File: src/rtl/mem_arbiter.sv
// Two-port (instruction/data) arbiter sharing one single-port memory.
// Writes complete in one cycle; one read may be outstanding at a time.
module mem_arbiter #(
  parameter int ADDR_W      = 32,
  parameter int RSP_TIMEOUT = 16
) (
  input  logic              sys_clk,
  input  logic              reset,
  // instruction requester
  input  logic              i_read_cmd_valid,
  input  logic              i_write_cmd_valid,
  input  logic [ADDR_W-1:0] i_addr,
  input  logic [31:0]       i_write_data,
  input  logic [3:0]        i_write_data_size,
  output logic              i_cmd_ready,
  output logic [31:0]       i_read_data,
  output logic              i_read_data_valid,
  output logic              i_rsp_err,
  // data requester
  input  logic              d_read_cmd_valid,
  input  logic              d_write_cmd_valid,
  input  logic [ADDR_W-1:0] d_addr,
  input  logic [31:0]       d_write_data,
  input  logic [3:0]        d_write_data_size,
  output logic              d_cmd_ready,
  output logic [31:0]       d_read_data,
  output logic              d_read_data_valid,
  output logic              d_rsp_err,
  // memory
  output logic              mem_read_cmd_valid,
  output logic              mem_write_cmd_valid,
  output logic              mem_write_data_valid,
  output logic [ADDR_W-1:0] mem_addr,
  output logic [31:0]       mem_write_data,
  output logic [3:0]        mem_write_data_size,
  input  logic [31:0]       mem_read_data,
  input  logic              mem_read_data_valid
);

  localparam int CW = $clog2(RSP_TIMEOUT + 1);

  typedef enum logic {IDLE, WAIT_RSP} state_t;

  state_t        state_reg, state_next;
  logic          last_d_reg, last_d_next;    // 1: D was granted most recently
  logic          owner_d_reg, owner_d_next;  // 1: outstanding read belongs to D
  logic [CW-1:0] cnt_reg, cnt_next;

  logic i_pend, d_pend, grant_i, grant_d, sel_write;
  logic rsp_valid, rsp_err;
  logic [31:0] rsp_data;

  always_ff @(posedge sys_clk) begin
    if (reset) begin
      state_reg   <= IDLE;
      last_d_reg  <= 1'b1;
      owner_d_reg <= 1'b0;
      cnt_reg     <= '0;
    end else begin
      state_reg   <= state_next;
      last_d_reg  <= last_d_next;
      owner_d_reg <= owner_d_next;
      cnt_reg     <= cnt_next;
    end
  end

  always_comb begin
    state_next           = state_reg;
    last_d_next          = last_d_reg;
    owner_d_next         = owner_d_reg;
    cnt_next             = cnt_reg;
    i_pend               = i_read_cmd_valid | i_write_cmd_valid;
    d_pend               = d_read_cmd_valid | d_write_cmd_valid;
    grant_i              = 1'b0;
    grant_d              = 1'b0;
    sel_write            = 1'b0;
    rsp_valid            = 1'b0;
    rsp_err              = 1'b0;
    rsp_data             = '0;
    mem_read_cmd_valid   = 1'b0;
    mem_write_cmd_valid  = 1'b0;
    mem_write_data_valid = 1'b0;
    mem_addr             = '0;
    mem_write_data       = '0;
    mem_write_data_size  = '0;

    if (!reset) begin
      if (state_reg == IDLE) begin
        // On a tie the port that was not granted last wins
        grant_i = i_pend && (!d_pend || last_d_reg);
        grant_d = d_pend && !grant_i;
        if (grant_i) begin
          sel_write           = i_write_cmd_valid;
          mem_addr            = i_addr;
          mem_write_data      = i_write_data;
          mem_write_data_size = i_write_data_size;
        end else if (grant_d) begin
          sel_write           = d_write_cmd_valid;
          mem_addr            = d_addr;
          mem_write_data      = d_write_data;
          mem_write_data_size = d_write_data_size;
        end
        if (grant_i || grant_d) begin
          last_d_next          = grant_d;
          mem_write_cmd_valid  = sel_write;
          mem_write_data_valid = sel_write;
          mem_read_cmd_valid   = !sel_write;
          if (!sel_write) begin
            state_next   = WAIT_RSP;
            owner_d_next = grant_d;
            cnt_next     = '0;
          end
        end
      end else begin
        // A real response beats a timeout landing in the same cycle
        if (mem_read_data_valid) begin
          rsp_valid  = 1'b1;
          rsp_data   = mem_read_data;
          state_next = IDLE;
        end else if (cnt_reg == CW'(RSP_TIMEOUT - 1)) begin
          rsp_valid  = 1'b1;
          rsp_err    = 1'b1;
          state_next = IDLE;
        end else begin
          cnt_next = cnt_reg + CW'(1);
        end
      end
    end
  end

  assign i_cmd_ready       = grant_i;
  assign d_cmd_ready       = grant_d;
  assign i_read_data_valid = rsp_valid && !owner_d_reg;
  assign d_read_data_valid = rsp_valid && owner_d_reg;
  assign i_rsp_err         = rsp_err && !owner_d_reg;
  assign d_rsp_err         = rsp_err && owner_d_reg;
  assign i_read_data       = owner_d_reg ? 32'h0 : rsp_data;
  assign d_read_data       = owner_d_reg ? rsp_data : 32'h0;

endmodule

File: config.mk
export PLATFORM = sky130hd
export DESIGN_NAME = mem_arbiter
export DESIGN_NICKNAME = d
export VERILOG_FILES = /design/src/rtl/mem_arbiter.sv
export SDC_FILE = /design/constraint.sdc
export NUM_CORES = 1
export LEC_CHECK = 0
export CORE_AREA = 2 2 123 125
export CTS_BUF_LIST = sky130_fd_sc_hd__clkbuf_8
export DETAILED_ROUTE_END_ITERATION = 12
export DIE_AREA = 0 0 125 127
export PLACE_DENSITY = 0.57
export SYNTH_ARGS = -nofsm -noshare
export SYNTH_HDL_FRONTEND = slang
export SYNTH_SLANG_ARGS = --single-unit
File: constraint.sdc
create_clock -name sys_clk -period 3.7 [get_ports sys_clk]
set_input_delay 0.37 -clock sys_clk [delete_from_list [all_inputs] [get_ports sys_clk]]
set_output_delay 0.37 -clock sys_clk [all_outputs]
set_load 0.01 [all_outputs]
==> impl_metrics.py <==
metrics = {
    "clock_tree": {
        "cts_setup_buffers": 0,
        "cts_resized": 0,
        "htreeDepth": 1,
        "clk_pin_slew_ns": 0.04,
        "cts_buffers": 3,
        "clkLatencyLatePin_ns": 0.22,
        "cts_tree": "yes",
        "cts_max_path_buffers": 2,
        "ctsHoldBuffers": 0,
        "root_buffer": "clkbuf_8",
        "cts_sinks": 8,
    },
    "timing": {
        "slew_viol_final": 0,
        "grt_setup_unrepaired": "false",
        "finalCritPeriodShare": 0.8028,
        "fmax_mhz": 336.7,
        "finalSetupViolCount": 0,
        "hold_ws_ns": 0.4921,
        "clock_skew_ns": 0.003424,
        "layout_min_cycle_time_ns": 2.970,
        "slew_headroom": 0.5968,
        "setup_tns_ns": 0,
        "tightest_slew_ns": 0.6012,
        "hold_viol": 0,
    },
    "floorplanning": {
        "start_util": 0.1128,
        "io_pins": 316,
        "dieHeight_um": 127,
        "fp.dieArea_sq_mm": 0.01588,
        "dieWidth_um": 125,
        "coreArea_sq_mm": 0.01442,
        "rows": 44,
    },
    "setup_path": {
        "rr_worst_depth": 7,
        "critPathKind": "input pin to output pin",
        "cp-end-kind": "output pin",
        "worstPathArrival_ns": 2.60,
        "crit_required_ns": 3.33,
        "cp_max_fo": 39,
        "cp-start-kind": "input pin",
    },
    "cells_and_area": {
        "drive_above_1_share": 0.03071,
        "final-instance-count-excl-fill": 705,
        "final_nets": 700,
        "syn2layout_area_growth_pct": 206.4,
        "largest_reg_flops": 5,
        "antennaDiodeCount": 0,
    },
    "yosys": {
        "synthFlopType": "dfxtp_1",
        "synth_edf_count": 0,
        "synth_nets": 397,
        "postSynthAreaPerCell_sq_um": 7.393,
        "yosys_warnings": 0,
        "syn_area_sq_mm": 0.001627,
        "synth.distinct_cells": 32,
        "synth_cells": 220,
        "async_flop_share": 0,
        "yosys_register_bits": 8,
        "ys_seq_area_frac": 0.09846,
    },
    "route": {
        "routedWlPerCell_um": 18.51,
        "num_vias": 2951,
        "first_iter_violations": 97,
        "antenna_left": 0,
        "drt_wl_total_mm": 13.05,
        "first_pass_iters": 4,
        "via_per_inst": 4.186,
        "drcViolationCount": 0,
    },
    "placed_design": {
        "finalWeightedCongestion": 0.8788,
        "hpwl_mm": 10.85,
        "placedCellCount": 702,
        "numPortBuffers": 315,
    },
    "power": {
        "p_clk_frac": 0.123,
        "combinationalPowerShare": 0.758,
        "power.static_leakage_nw": 1.856,
        "powerDensity_mw_per_mm2": 167.6,
        "p_sw_w": 0.0002780,
        "total_power_w": 0.0008352,
        "pwr-share-seq": 0.119,
        "switching_share": 0.3329,
        "ir_worst_vdd_v": 0.0001181,
        "power.internal_w": 0.0005571,
    },
    "hold_path": {
        "hold_path_class": "flip-flop to flip-flop",
        "hold-path-cell-count": 2,
    },
    "status": {
        "outcome": "complete, no violations",
    },
    "global_route": {
        "overflow": 0,
        "grt_pass1_vias": 3158,
        "antenna_found_initial": 0,
        "grt_first_pass_wirelength_mm": 18.98,
        "grt_max_degree": 40,
        "grt_use_total": 0.1508,
    },
    "flow_run": {
        "maxCapViolCount": 0,
    },
}
## logic make-up after synthesis
kind of cell,count (synthesis),synth area share
simple gates,96,0.3508
flops,8,0.09846
compound gates,82,0.4292
xor+xnor,2,0.01077
mux,1,0.006923
fa+ha+maj,2,0.01538
buf+inv,29,0.08846
## path summary, 6_finish.rpt
kind / start / endpoint / slack [ns]
worst max-delay path: reset / mem_addr[22] / 0.73
worst min-delay path: cnt_reg[4] / cnt_reg[4] / 0.49
worst max register to register: cnt_reg[0] / cnt_reg[4] / 1.87
worst min register to register: cnt_reg[4] / cnt_reg[4] / 0.49
## final cells by class
class,instances,area (sq um)
clock buffers,3,41.29
fillers,1502,9440
inverters,5,18.77
multi-input cells,183,1328
flip-flops and latches,8,160.2
well taps,184,230.2
repair buffers,322,3206
## per-stage QoR
stage               instance area [sq um]    util  worst slack [ns]
finish                               4984  0.3455            0.7298
global route                         4984  0.3455            0.6186
CTS                                  4984  0.3455            0.7160
detailed placement                   4942  0.3426            0.7392
global placement                     4942  0.3426            0.6957
floorplan                            1627       -             1.973
## synth_stat cells, drive strengths merged, types with 2 or more instances
cell / instances / area (sq um)
a22o: 68 / 595.6
nor2: 13 / 51.30
and2: 64 / 400.4
nor3: 4 / 31.28
nand2: 6 / 22.52
xor2: 2 / 17.52
nor2b: 2 / 12.51
nand3b: 2 / 15.01
inv: 5 / 18.77
o21ai: 7 / 38.78
clkbuf: 7 / 26.28
dfxtp: 8 / 160.2
buf: 17 / 98.84
ha: 2 / 25.02
or3: 2 / 12.51
## layer usage
| metal | share of wire | vias up | GRT usage | wire, um |
|---|---|---|---|---|
| met1 | 0.41 | 1366 | 0.1831 | 5372 |
| met4 | 0.014 | 0 | 0.02026 | 182 |
| li1 | - | 1414 | - | - |
| met2 | 0.49 | 161 | 0.2737 | 6447 |
| met5 | 0 | - | 0 | 0 |
| met3 | 0.080 | 10 | 0.04062 | 1048 |
## power groups by stage
stage / combinational, W / sequential (W) / clock [W]
after global routing: 0.000670 / 0.0000998 / 0.000112
after detailed placement: 0.000633 / 0.000100 / 0
after floorplan: 0.000216 / 0.0000956 / 0
final: 0.000633 / 0.0000990 / 0.000103
after global placement: 0.000632 / 0.0000993 / 0
after CTS: 0.000641 / 0.0000989 / 0.000105
## critical path, cell delays in order
cell             delay (ns)
clkdlybuf4s50_1        0.57
nor2_1                 0.16
o21ai_1                0.12
nor2_4                 0.10
buf_4                  0.37
a22o_1                 0.26
clkdlybuf4s50_1        0.62
## layout by cell type, fill, tap and decap left out, drive strengths merged, types with 2 or more instances in the layout
master and n:
ha 2, nor3 4, inv 5, clkdlybuf4s50 315, a22o 68, xor2 2, or3 2, nand2 6
o21ai 7, buf 7, nor2b 2, nor2 13, and2 64, dfxtp 8, nand3b 2, clkbuf 3
No activity file was read; power rests on OpenSTA's default activity.
